==> src/rtl/lsu_ctrl_pkg.sv <==
// Shared field indices, size codes and sequencer state encodings for the
// MEM-stage load/store unit.
package lsu_ctrl_pkg;

    localparam int LD_ST_INFO_WIDTH = 5;
    localparam int LS_LOAD          = 0;
    localparam int LS_STORE         = 1;
    localparam int LS_SIZE_LSB      = 2;
    localparam int LS_SIZE_MSB      = 3;
    localparam int LS_UNSIGNED      = 4;

    typedef enum logic [1:0] {
        SZ_B  = 2'b00,
        SZ_H  = 2'b01,
        SZ_W  = 2'b10,
        SZ_W2 = 2'b11
    } ls_size_e;

    typedef enum logic [2:0] {
        ST_IDLE,
        ST_REQ,
        ST_RSP,
        ST_DONE,
        ST_DRAIN
    } lsu_state_e;

    // Size code 11 behaves exactly like a word access.
    function automatic logic is_word(ls_size_e size);
        return (size == SZ_W) || (size == SZ_W2);
    endfunction

endpackage

==> src/rtl/lsu_ctrl_if.sv <==
// Data-bus port of the load/store unit: request handshake, write payload and
// single-beat response.
interface lsu_ctrl_if #(
    parameter int XLEN = 32
);
    logic            req_valid;
    logic            req_ready;
    logic [XLEN-1:0] addr;
    logic            wen;
    logic [3:0]      wstrb;
    logic [XLEN-1:0] wdata;
    logic            rsp_valid;
    logic [XLEN-1:0] rsp_rdata;
    logic            rsp_err;

    modport master (
        output req_valid, addr, wen, wstrb, wdata,
        input  req_ready, rsp_valid, rsp_rdata, rsp_err
    );

    modport slave (
        input  req_valid, addr, wen, wstrb, wdata,
        output req_ready, rsp_valid, rsp_rdata, rsp_err
    );
endinterface

==> src/rtl/lsu_align.sv <==
// Combinational byte-lane logic: misalignment detect, store lane replication
// and strobes, and load byte/half extraction with extension.
module lsu_align
    import lsu_ctrl_pkg::*;
#(
    parameter int XLEN = 32
) (
    input  ls_size_e        req_size,
    input  logic [1:0]      req_off,
    input  logic [XLEN-1:0] st_data,
    output logic            mis,
    output logic [3:0]      wstrb,
    output logic [XLEN-1:0] wdata,
    input  ls_size_e        ld_size,
    input  logic [1:0]      ld_off,
    input  logic            ld_unsigned,
    input  logic [XLEN-1:0] rsp_data,
    output logic [XLEN-1:0] ld_data
);
    logic [XLEN-1:0] shifted;

    assign mis = ((req_size == SZ_H) && req_off[0]) ||
                 (is_word(req_size) && (req_off != 2'b00));

    always_comb begin
        wstrb = 4'b1111;
        case (req_size)
            SZ_B:    wstrb = 4'b0001 << req_off;
            SZ_H:    wstrb = 4'b0011 << {req_off[1], 1'b0};
            default: wstrb = 4'b1111;
        endcase
    end

    // Narrow stores replicate their data so every lane holds the right byte.
    for (genvar gi = 0; gi < XLEN / 8; gi++) begin : g_lane
        assign wdata[8*gi +: 8] = (req_size == SZ_B) ? st_data[7:0] :
                                  (req_size == SZ_H) ? st_data[8*(gi%2) +: 8] :
                                                       st_data[8*gi +: 8];
    end

    assign shifted = rsp_data >> {ld_off, 3'b000};

    always_comb begin
        ld_data = rsp_data;
        case (ld_size)
            SZ_B:    ld_data = {{(XLEN-8){~ld_unsigned & shifted[7]}}, shifted[7:0]};
            SZ_H:    ld_data = {{(XLEN-16){~ld_unsigned & shifted[15]}}, shifted[15:0]};
            default: ld_data = rsp_data;
        endcase
    end

endmodule

==> src/rtl/lsu_ctrl.sv <==
// MEM-stage load/store sequencer: issues one data-bus transaction per access,
// stalls the stage until it retires and presents the aligned load result.
module lsu_ctrl
    import lsu_ctrl_pkg::*;
#(
    parameter int XLEN = 32
) (
    input  logic                        clk,
    input  logic                        rst,
    input  logic                        mem_flush_i,
    input  logic                        MEM_valid_i,
    input  logic [LD_ST_INFO_WIDTH-1:0] MEM_ld_st_info_i,
    input  logic [XLEN-1:0]             MEM_alu_res_i,
    input  logic [XLEN-1:0]             MEM_rs2_rdata_i,
    input  logic                        WB_ready_i,
    output logic                        lsu_run_o,
    output logic [XLEN-1:0]             lsu_rdata_o,
    output logic                        lsu_ld_misalign_o,
    output logic                        lsu_st_misalign_o,
    output logic                        lsu_bus_err_o,
    lsu_ctrl_if.master                  dbus
);
    lsu_state_e      state_reg, state_next;
    logic [XLEN-1:0] addr_reg, wdata_reg, rdata_reg;
    logic [3:0]      wstrb_reg;
    logic            wen_reg, err_reg, ld_uns_reg;
    ls_size_e        ld_size_reg;
    logic [1:0]      ld_off_reg;

    logic            is_load, is_store, mis, access, capture_req, capture_rsp;
    ls_size_e        req_size;
    logic [3:0]      req_wstrb;
    logic [XLEN-1:0] req_addr, req_wdata, ld_data;

    assign is_load  = MEM_ld_st_info_i[LS_LOAD];
    assign is_store = MEM_ld_st_info_i[LS_STORE];
    assign req_size = ls_size_e'(MEM_ld_st_info_i[LS_SIZE_MSB:LS_SIZE_LSB]);
    assign req_addr = {MEM_alu_res_i[XLEN-1:2], 2'b00};

    lsu_align #(.XLEN(XLEN)) u_align (
        .req_size    (req_size),
        .req_off     (MEM_alu_res_i[1:0]),
        .st_data     (MEM_rs2_rdata_i),
        .mis         (mis),
        .wstrb       (req_wstrb),
        .wdata       (req_wdata),
        .ld_size     (ld_size_reg),
        .ld_off      (ld_off_reg),
        .ld_unsigned (ld_uns_reg),
        .rsp_data    (rdata_reg),
        .ld_data     (ld_data)
    );

    assign access            = MEM_valid_i & (is_load | is_store) & ~mis & ~mem_flush_i;
    assign lsu_ld_misalign_o = MEM_valid_i & is_load & mis;
    assign lsu_st_misalign_o = MEM_valid_i & is_store & mis;

    // In IDLE the request comes straight from the MEM register; once offered
    // it is replayed from the captured copy so upstream changes cannot leak.
    assign dbus.addr  = (state_reg == ST_IDLE) ? req_addr  : addr_reg;
    assign dbus.wen   = (state_reg == ST_IDLE) ? is_store  : wen_reg;
    assign dbus.wstrb = (state_reg == ST_IDLE) ? req_wstrb : wstrb_reg;
    assign dbus.wdata = (state_reg == ST_IDLE) ? req_wdata : wdata_reg;

    always_ff @(posedge clk) begin
        if (rst) begin
            state_reg   <= ST_IDLE;
            addr_reg    <= '0;
            wdata_reg   <= '0;
            wstrb_reg   <= '0;
            wen_reg     <= 1'b0;
            ld_size_reg <= SZ_B;
            ld_off_reg  <= 2'b00;
            ld_uns_reg  <= 1'b0;
            rdata_reg   <= '0;
            err_reg     <= 1'b0;
        end else begin
            state_reg <= state_next;
            if (capture_req) begin
                addr_reg    <= req_addr;
                wdata_reg   <= req_wdata;
                wstrb_reg   <= req_wstrb;
                wen_reg     <= is_store;
                ld_size_reg <= req_size;
                ld_off_reg  <= MEM_alu_res_i[1:0];
                ld_uns_reg  <= MEM_ld_st_info_i[LS_UNSIGNED];
            end
            if (capture_rsp) begin
                rdata_reg <= dbus.rsp_rdata;
                err_reg   <= dbus.rsp_err;
            end
        end
    end

    always_comb begin
        state_next     = state_reg;
        dbus.req_valid = 1'b0;
        lsu_run_o      = 1'b1;
        lsu_rdata_o    = '0;
        lsu_bus_err_o  = 1'b0;
        capture_req    = 1'b0;
        capture_rsp    = 1'b0;
        case (state_reg)
            ST_IDLE: begin
                dbus.req_valid = access;
                lsu_run_o      = ~access;
                capture_req    = access;
                if (access)
                    state_next = dbus.req_ready ? ST_RSP : ST_REQ;
            end
            ST_REQ: begin
                dbus.req_valid = 1'b1;
                lsu_run_o      = 1'b0;
                // Once accepted the access must finish on the bus even if flushed.
                if (dbus.req_ready)
                    state_next = mem_flush_i ? ST_DRAIN : ST_RSP;
                else if (mem_flush_i)
                    state_next = ST_IDLE;
            end
            ST_RSP: begin
                lsu_run_o = 1'b0;
                if (dbus.rsp_valid) begin
                    capture_rsp = 1'b1;
                    state_next  = mem_flush_i ? ST_IDLE : ST_DONE;
                end else if (mem_flush_i) begin
                    state_next = ST_DRAIN;
                end
            end
            ST_DONE: begin
                lsu_rdata_o   = ld_data;
                lsu_bus_err_o = err_reg;
                if (WB_ready_i || mem_flush_i)
                    state_next = ST_IDLE;
            end
            ST_DRAIN: begin
                lsu_run_o = 1'b0;
                if (dbus.rsp_valid)
                    state_next = ST_IDLE;
            end
            default: state_next = ST_IDLE;
        endcase
    end

endmodule

==> src/flat_wrapper.sv <==
// flat-port wrapper written by rule: the top's interface ports become plain ports
module lsu_ctrl_flat import lsu_ctrl_pkg::*;
#(
    parameter int XLEN = 32
)
  (clk, rst, mem_flush_i, MEM_valid_i, MEM_ld_st_info_i, MEM_alu_res_i, MEM_rs2_rdata_i, WB_ready_i, lsu_run_o, lsu_rdata_o, lsu_ld_misalign_o, lsu_st_misalign_o, lsu_bus_err_o, dbus_req_valid, dbus_addr, dbus_wen, dbus_wstrb, dbus_wdata, dbus_req_ready, dbus_rsp_valid, dbus_rsp_rdata, dbus_rsp_err);
  lsu_ctrl_if #(.XLEN(XLEN)) dbus_i ();
  input  logic clk;
  input  logic rst;
  input  logic mem_flush_i;
  input  logic MEM_valid_i;
  input  logic [LD_ST_INFO_WIDTH-1:0] MEM_ld_st_info_i;
  input  logic [XLEN-1:0] MEM_alu_res_i;
  input  logic [XLEN-1:0] MEM_rs2_rdata_i;
  input  logic WB_ready_i;
  output logic lsu_run_o;
  output logic [XLEN-1:0] lsu_rdata_o;
  output logic lsu_ld_misalign_o;
  output logic lsu_st_misalign_o;
  output logic lsu_bus_err_o;
  output wire logic [$bits(dbus_i.req_valid)-1:0] dbus_req_valid;
  output wire logic [$bits(dbus_i.addr)-1:0] dbus_addr;
  output wire logic [$bits(dbus_i.wen)-1:0] dbus_wen;
  output wire logic [$bits(dbus_i.wstrb)-1:0] dbus_wstrb;
  output wire logic [$bits(dbus_i.wdata)-1:0] dbus_wdata;
  input wire logic [$bits(dbus_i.req_ready)-1:0] dbus_req_ready;
  input wire logic [$bits(dbus_i.rsp_valid)-1:0] dbus_rsp_valid;
  input wire logic [$bits(dbus_i.rsp_rdata)-1:0] dbus_rsp_rdata;
  input wire logic [$bits(dbus_i.rsp_err)-1:0] dbus_rsp_err;
  assign dbus_req_valid = dbus_i.req_valid;
  assign dbus_addr = dbus_i.addr;
  assign dbus_wen = dbus_i.wen;
  assign dbus_wstrb = dbus_i.wstrb;
  assign dbus_wdata = dbus_i.wdata;
  assign dbus_i.req_ready = dbus_req_ready;
  assign dbus_i.rsp_valid = dbus_rsp_valid;
  assign dbus_i.rsp_rdata = dbus_rsp_rdata;
  assign dbus_i.rsp_err = dbus_rsp_err;
  lsu_ctrl #(.XLEN(XLEN)) u_core (.clk(clk), .rst(rst), .mem_flush_i(mem_flush_i), .MEM_valid_i(MEM_valid_i), .MEM_ld_st_info_i(MEM_ld_st_info_i), .MEM_alu_res_i(MEM_alu_res_i), .MEM_rs2_rdata_i(MEM_rs2_rdata_i), .WB_ready_i(WB_ready_i), .lsu_run_o(lsu_run_o), .lsu_rdata_o(lsu_rdata_o), .lsu_ld_misalign_o(lsu_ld_misalign_o), .lsu_st_misalign_o(lsu_st_misalign_o), .lsu_bus_err_o(lsu_bus_err_o), .dbus(dbus_i));
endmodule
==> config.mk <==
export PLATFORM = sky130hd
export DESIGN_NAME = lsu_ctrl_flat
export DESIGN_NICKNAME = d
export VERILOG_FILES = /design/src/rtl/lsu_ctrl_pkg.sv /design/src/rtl/lsu_ctrl_if.sv /design/src/rtl/lsu_align.sv /design/src/rtl/lsu_ctrl.sv /design/src/flat_wrapper.sv
export SDC_FILE = /design/constraint.sdc
export NUM_CORES = 1
export LEC_CHECK = 0
export BUFFER_PORTS_ARGS = -buffer_cell sky130_fd_sc_hd__buf_2
export CORE_ASPECT_RATIO = 0.8
export CORE_UTILIZATION = 55
export CTS_CLUSTER_DIAMETER = 50
export DETAILED_ROUTE_END_ITERATION = 10
export HOLD_SLACK_MARGIN = 0.02
export PLACE_DENSITY = 0.87
export SYNTH_ARGS = -nofsm -noshare
export SYNTH_HDL_FRONTEND = slang
export SYNTH_HIERARCHICAL = 1
export SYNTH_SLANG_ARGS = --single-unit
==> constraint.sdc <==
create_clock -name clk -period 3.6 [get_ports clk]
set_input_delay 0.18 -clock clk [delete_from_list [all_inputs] [get_ports clk]]
set_output_delay 0.18 -clock clk [all_outputs]
set_load 0.05 [all_outputs]
==> Word-level counts from Yosys, hierarchy flattened <==
Cells that the tools add are included.
{ "word_totals": {"regBits": 108, "latchBits": 0, "ramBits": 0, "rom_bits": 0, "wordCells": 80, "mem_count": 0} }
{ "classes": {"n_addsub": 0, "mul": 0, "div_mod_pow": 0, "order_cmp": 0, "eq_ne": 13, "n_shift": 3, "mux": 29, "bitwise_logic": 14, "n_reduce_logical": 11} }
{ "op_table": {"columns": ["operator", "count"], "rows": [
  ["two-way mux 32 bit", 3],
  ["one-hot mux 32 bit (2 select lines)", 1],
  ["two-way mux 8 bit", 5],
  [">> shifter 32 x 5 -> 16 bit", 1],
  ["two-way mux 3 bit", 8],
  ["one-hot mux 3 bit (5 select lines)", 1],
  ["bitwise AND 1 bit", 9],
  ["one-hot mux 4 bit (2 select lines)", 1],
  ["equality test 3 x 2 -> 1 bit (second input constant)", 2],
  ["!= test 3 bit (second input constant)", 2],
  ["two-way mux 1 bit", 5],
  ["AND reduction 5 bit", 1],
  ["equality test 2 x 1 -> 1 bit (second input constant)", 2],
  ["equality test 2 bit (second input constant)", 2],
  ["zero test 2 bit", 2],
  ["two-way mux 2 bit", 2],
  ["two-way mux 4 bit", 1],
  ["!= test 2 x 1 -> 1 bit (second input constant)", 2],
  ["inverter 1 bit", 4],
  ["one-hot mux 1 bit (2 select lines)", 2],
  ["<< shifter 1 x 2 -> 4 bit (first input constant)", 1],
  ["<< shifter 2 x 2 -> 4 bit (first input constant)", 1],
  ["equality test 3 x 1 -> 1 bit (second input constant)", 1],
  ["equality test 3 bit (second input constant)", 1],
  ["7 further kinds", 10]
]} }

==> Depth between registers and ports, before layout <==
{ "logic_depth": {"depth_word": 9, "mapped_depth": 9} }

==> Modules after synthesis <==
Netlist, hierarchy kept.
{ "modules_own_cells": {"columns": ["mod", "instances", "cells_per_inst", "area_per_inst_um2"], "rows": [
  ["lsu_ctrl", 1, 753, 5039.8],
  ["lsu_align", 1, 174, 1217.4]
]} }

==> Worst setup path after synthesis <==
No wires, ideal clock.
{ "synth_timing": {"path_kind": "input-to-output", "from": "in MEM_ld_st_info_i[2]", "to": "out dbus_req_valid", "t_arrival_ns": 2.262, "t_required_ns": 3.420, "path_slack_ns": 1.158, "path_stages": 7, "path_buffers": 1, "path_cell_list": "clkbuf_1 a21oi_1 nor2_1 or3b_4 nor2_1 nor2_1 nor3_1"} }
{ "synth_via": {"elab_chain_len": 8, "word_cells_on_any_way": 11, "classes_between": "eq/ne: 3; mux: 1; bitwise: 3; reduce/logical: 4"} }
{ "synth_rtl": {"columns": ["item", "line", "text"], "rows": [
  ["start, declared", "flat_wrapper.sv:12", "input logic [LD_ST_INFO_WIDTH-1:0] MEM_ld_st_info_i;"],
  ["equality test 2 bit", "lsu_ctrl_pkg.sv:29", "return (size == SZ_W) || (size == SZ_W2);"],
  ["logical OR 1 bit", "lsu_ctrl_pkg.sv:29", null],
  ["logical AND 1 bit", "lsu_align.sv:23", "(is_word(req_size) && (req_off != 2'b00));"],
  ["logical OR 1 bit *", "lsu_align.sv:22", "assign mis = ((req_size == SZ_H) && req_off[0]) ||"],
  ["via u_core.mis", "lsu_ctrl.sv:30", "logic is_load, is_store, mis, access, capture_req, capture_rsp;"],
  ["inverter 1 bit *", "lsu_ctrl.sv:54", "assign access = MEM_valid_i & (is_load | is_store) & ~mis & ~mem_flush_i;"],
  ["bitwise AND 1 bit * (2 in series)", "lsu_ctrl.sv:54", null],
  ["one-hot mux 1 bit (2 select lines) *", "lsu_ctrl.sv:103", "case (state_reg)"],
  ["end, declared", "flat_wrapper.sv:21", "output wire logic [$bits(dbus_i.req_valid)-1:0] dbus_req_valid;"]
]} }
The timed path passes the listed nets; every way through them passes the cells marked *.

==> Final worst setup path <==
{ "layout_timing": {"from": "reg u_core.ld_off_reg[1]", "to": "out lsu_rdata_o[21]"} }
{ "layout_via": {"elab_chain_len": 4, "word_cells_on_any_way": 5, "classes_between": "shift: 1; mux: 2; bitwise: 2"} }
{ "layout_rtl": {"columns": ["item", "line", "text"], "rows": [
  ["start, declared", "lsu_ctrl.sv:28", "logic [1:0] ld_off_reg;"],
  ["start signal, assigned", "lsu_ctrl.sv:85", "ld_off_reg <= MEM_alu_res_i[1:0];"],
  [">> shifter 32 x 5 -> 16 bit *", "lsu_align.sv:41", "assign shifted = rsp_data >> {ld_off, 3'b000};"],
  ["bitwise AND 1 bit, on equally long branches", "lsu_align.sv:47, lsu_align.sv:46", null],
  ["one-hot mux 32 bit (2 select lines) *", "lsu_align.sv:45", "case (ld_size)"],
  ["via u_core.ld_data[21]", "lsu_ctrl.sv:33", "logic [XLEN-1:0] req_addr, req_wdata, ld_data;"],
  ["two-way mux 32 bit *", "lsu_ctrl.sv:103", null],
  ["end, declared", "flat_wrapper.sv:17", "output logic [XLEN-1:0] lsu_rdata_o;"]
]} }
Marked as above.

==> results.json <==
{
  "outcome": "completed",
  "synth.area.top_cells": "dfxtp_1, nand2_1, a21oi_1, mux2_2, and2_1",
  "cts-resized-gates": 0,
  "drt_iter0_drc": 634,
  "routed_wl_um": 17300,
  "p_comb_share_pct": 53.5,
  "grt_overflow": 0,
  "drive_gt1_share_pct": 24.8,
  "cp.arrival_ps": 2740,
  "tightest_slew_ps": 762,
  "syn_area_um2": 6260,
  "clkTransAtPathRegs_ps": 70,
  "ys_seq_elements": 108,
  "required_ps": 3420,
  "postRouteAntennaNets": 0,
  "ctsLongestPathBuffers": 2,
  "period_needed_ps": 2920,
  "relSlewSlack_pct": 49.0,
  "num_antenna_cells": 0,
  "final_util_pct": 67.9,
  "die_w_um": 121,
  "fmax_ghz": 0.343,
  "cts_buffers": 9,
  "cp_slowest_cell": "dfxtp_1",
  "fillCellCount": 1030,
  "maxSlewViolCount": 0,
  "grt_antenna_before_repair": 0,
  "switchingPower_mw": 2.77,
  "row_count": 34,
  "grt_start_max_net_pins": 70,
  "synthArstFlopShare_pct": 0,
  "crit_path_cell_trace": "mux2_4, a221oi_4, o21ai_0, and2_1, buf_2",
  "hold_buffers": 0,
  "layout.nets": 1192,
  "setup_viol": 0,
  "synth_top_family_by_area": "simple AND/OR/NAND/NOR gates",
  "cts.sinks": 108,
  "start_util_pct": 57.0,
  "syn_inst": 927,
  "slowest_delay_ps": 810,
  "dr.pass1.iters": 5,
  "post-synth-top-area-cell": "dfxtp_1",
  "yosysWarnings": 6,
  "cts_tree": "yes",
  "die_y_um": 97.4,
  "hold_class": "in2reg",
  "dp_slack_ps": 1030,
  "ys_types": 47,
  "dp_hpwl_um": 12000,
  "leakagePower_nw": 3.38,
  "portBuffers": 212,
  "post_cts_buffers": 0,
  "drc": 0,
  "fin_tns_setup_ps": 0,
  "p_clk_share_pct": 20.2,
  "cp-start-kind": "flip-flop",
  "globalplace.congestion": 0.887,
  "clock_skew_ps": 5.95,
  "ys.flop_type": "dfxtp_1",
  "crit_fanout": 19,
  "rsz0062_at_grt": "false",
  "final_common_cell": "nand2_1",
  "critical_path.endpoint_type": "primary output",
  "dr_total_vias": 6647,
  "area_growth_pct": 19.0,
  "worst_slack_ps": 681,
  "worstSkewPairLatency_ps": 340,
  "p_sw_share_pct": 52.4,
  "final_cell_mix": "nand2_1, buf_2, dfxtp_1",
  "cell_internal_pwr_mw": 2.52,
  "power_density_nw_per_um2": 710,
  "synth-xor-area-share_pct": 0,
  "grt_pass1_vias": 5819,
  "synth_edf_count": 0,
  "fin_crit_sh_pct": 81.1,
  "yosys.area_share.simple_pct": 34.1,
  "fp.coreArea_um2": 11000,
  "synth_top_area_share_pct": 34.6,
  "post_drt_wl_per_cell_um": 14.0,
  "synth.area.mux_share_pct": 6.60,
  "synthAdderAreaFrac_pct": 0,
  "hold_violations": 0,
  "avgViaCountPerCell": 5.40,
  "grt_pass1_wl_um": 27600,
  "io_pins": 215,
  "critPathKind": "reg2out",
  "syn_avg_cell_area_um2": 6.75,
  "synth-compound-area-share_pct": 16.7,
  "track_usage_pct": 29.3,
  "irDropWorstVdd_mv": 0.653,
  "dieArea_um2": 11800,
  "cap_violations": 0,
  "clockRootBuffer": "clkbuf_16",
  "cts_max_level": 3,
  "ys_seq_area_share_pct": 34.6,
  "seq_power_share_pct": 26.3,
  "hold_slack_ps": 71.9
}
-- cell families after synthesis --
family                 count (synthesis)
and+or+nand+nor                      521
DFF                                  108
AOI/OAI and AO/OA                    175
buffers and inverters                 85
muxes                                 37
other                                  1
-- cell usage after synthesis (2+ instances only) --
cell and n:
nand2_1 450, dfxtp_1 108, a21oi_1 107, clkbuf_1 43, and2_1 33, o21ai_0 25
mux2_2 19, buf_6 17, mux2i_1 15, buf_4 11, nor2_1 10, buf_2 8
nand3b_1 7, o31ai_1 7, a22o_1 5, inv_1 5, o211a_1 5, o2bb2ai_1 5
nor2b_1 4, a22oi_1 3, nand2b_1 3, nor3_1 3, o21ai_1 3, o21bai_1 3
or3_1 3, a21o_1 2, and3_1 2, o22ai_1 2
-- power by group through the flow --
| stage | Combinational, mW | Clock (mW) | Sequential [mW] |
|---|---|---|---|
| after global placement | 2.81 | 0 | 1.41 |
| final | 2.83 | 1.07 | 1.39 |
| after CTS | 2.83 | 1.09 | 1.39 |
| after global routing | 3.01 | 1.13 | 1.41 |
| after floorplan | 2.27 | 0 | 1.36 |
| after detailed placement | 2.82 | 0 | 1.42 |
-- stage by stage --
step | total power, mW | cell area [µm²] | cells
6_report | 5.29 | 7450 | 1232
5_1_grt | 5.54 | 7450 | 1232
4_1_cts | 5.31 | 7450 | 1232
3_5_place_dp | 4.24 | 7120 | 1216
3_3_place_gp | 4.22 | 7120 | 1216
2_1_floorplan | 3.64 | 6260 | 928
-- final timing paths --
check | startpoint | to | slack, ps | depth (start not counted)
min | dbus_rsp_rdata[26] | u_core/rdata_reg[26]$_SDFFE_PP0P_ | 70 | 3
max reg2reg | u_core/state_reg[2]$_SDFFE_PP0P_ | u_core/wdata_reg[1]$_SDFFE_PP0P_ | 1210 | 6
max | u_core/ld_off_reg[1]$_SDFFE_PP0P_ | lsu_rdata_o[21] | 680 | 5
min reg2reg | u_core/wstrb_reg[1]$_SDFFE_PP0P_ | u_core/wstrb_reg[1]$_SDFFE_PP0P_ | 460 | 2
-- critical path: cells and delay by family (launching register included) --
| kind | cells | cell delay (ps) |
|---|---|---|
| AOI/OAI and AO/OA | 2 | 830 |
| buffers and inverters | 1 | 200 |
| DFF | 1 | 810 |
| and+or+nand+nor | 1 | 170 |
| muxes | 1 | 370 |
-- per-layer routing --
layer / up-vias / track usage [%] / part of all wire (%) / wire length [µm]
li1: 3299 / - / - / -
met1: 3027 / 40.2 / 43 / 7510
met2: 294 / 45.8 / 45 / 7810
met3: 27 / 6.40 / 9.7 / 1690
met4: 0 / 8.74 / 1.7 / 298
met5: - / 0 / 0 / 0
-- final cells by class --
cell class                 instances  area, µm²  share of cell area [%]
sequential                       108       2160                    29.0
clock buffer                      10        229                    3.07
inverter                           5       18.8                   0.252
tap                              144        180                    2.42
clock inverter                     6       95.1                    1.28
timing repair buffer             224       1150                    15.5
multi-input combinational        735       3610                    48.5
Power figures use the tool's default switching activity.
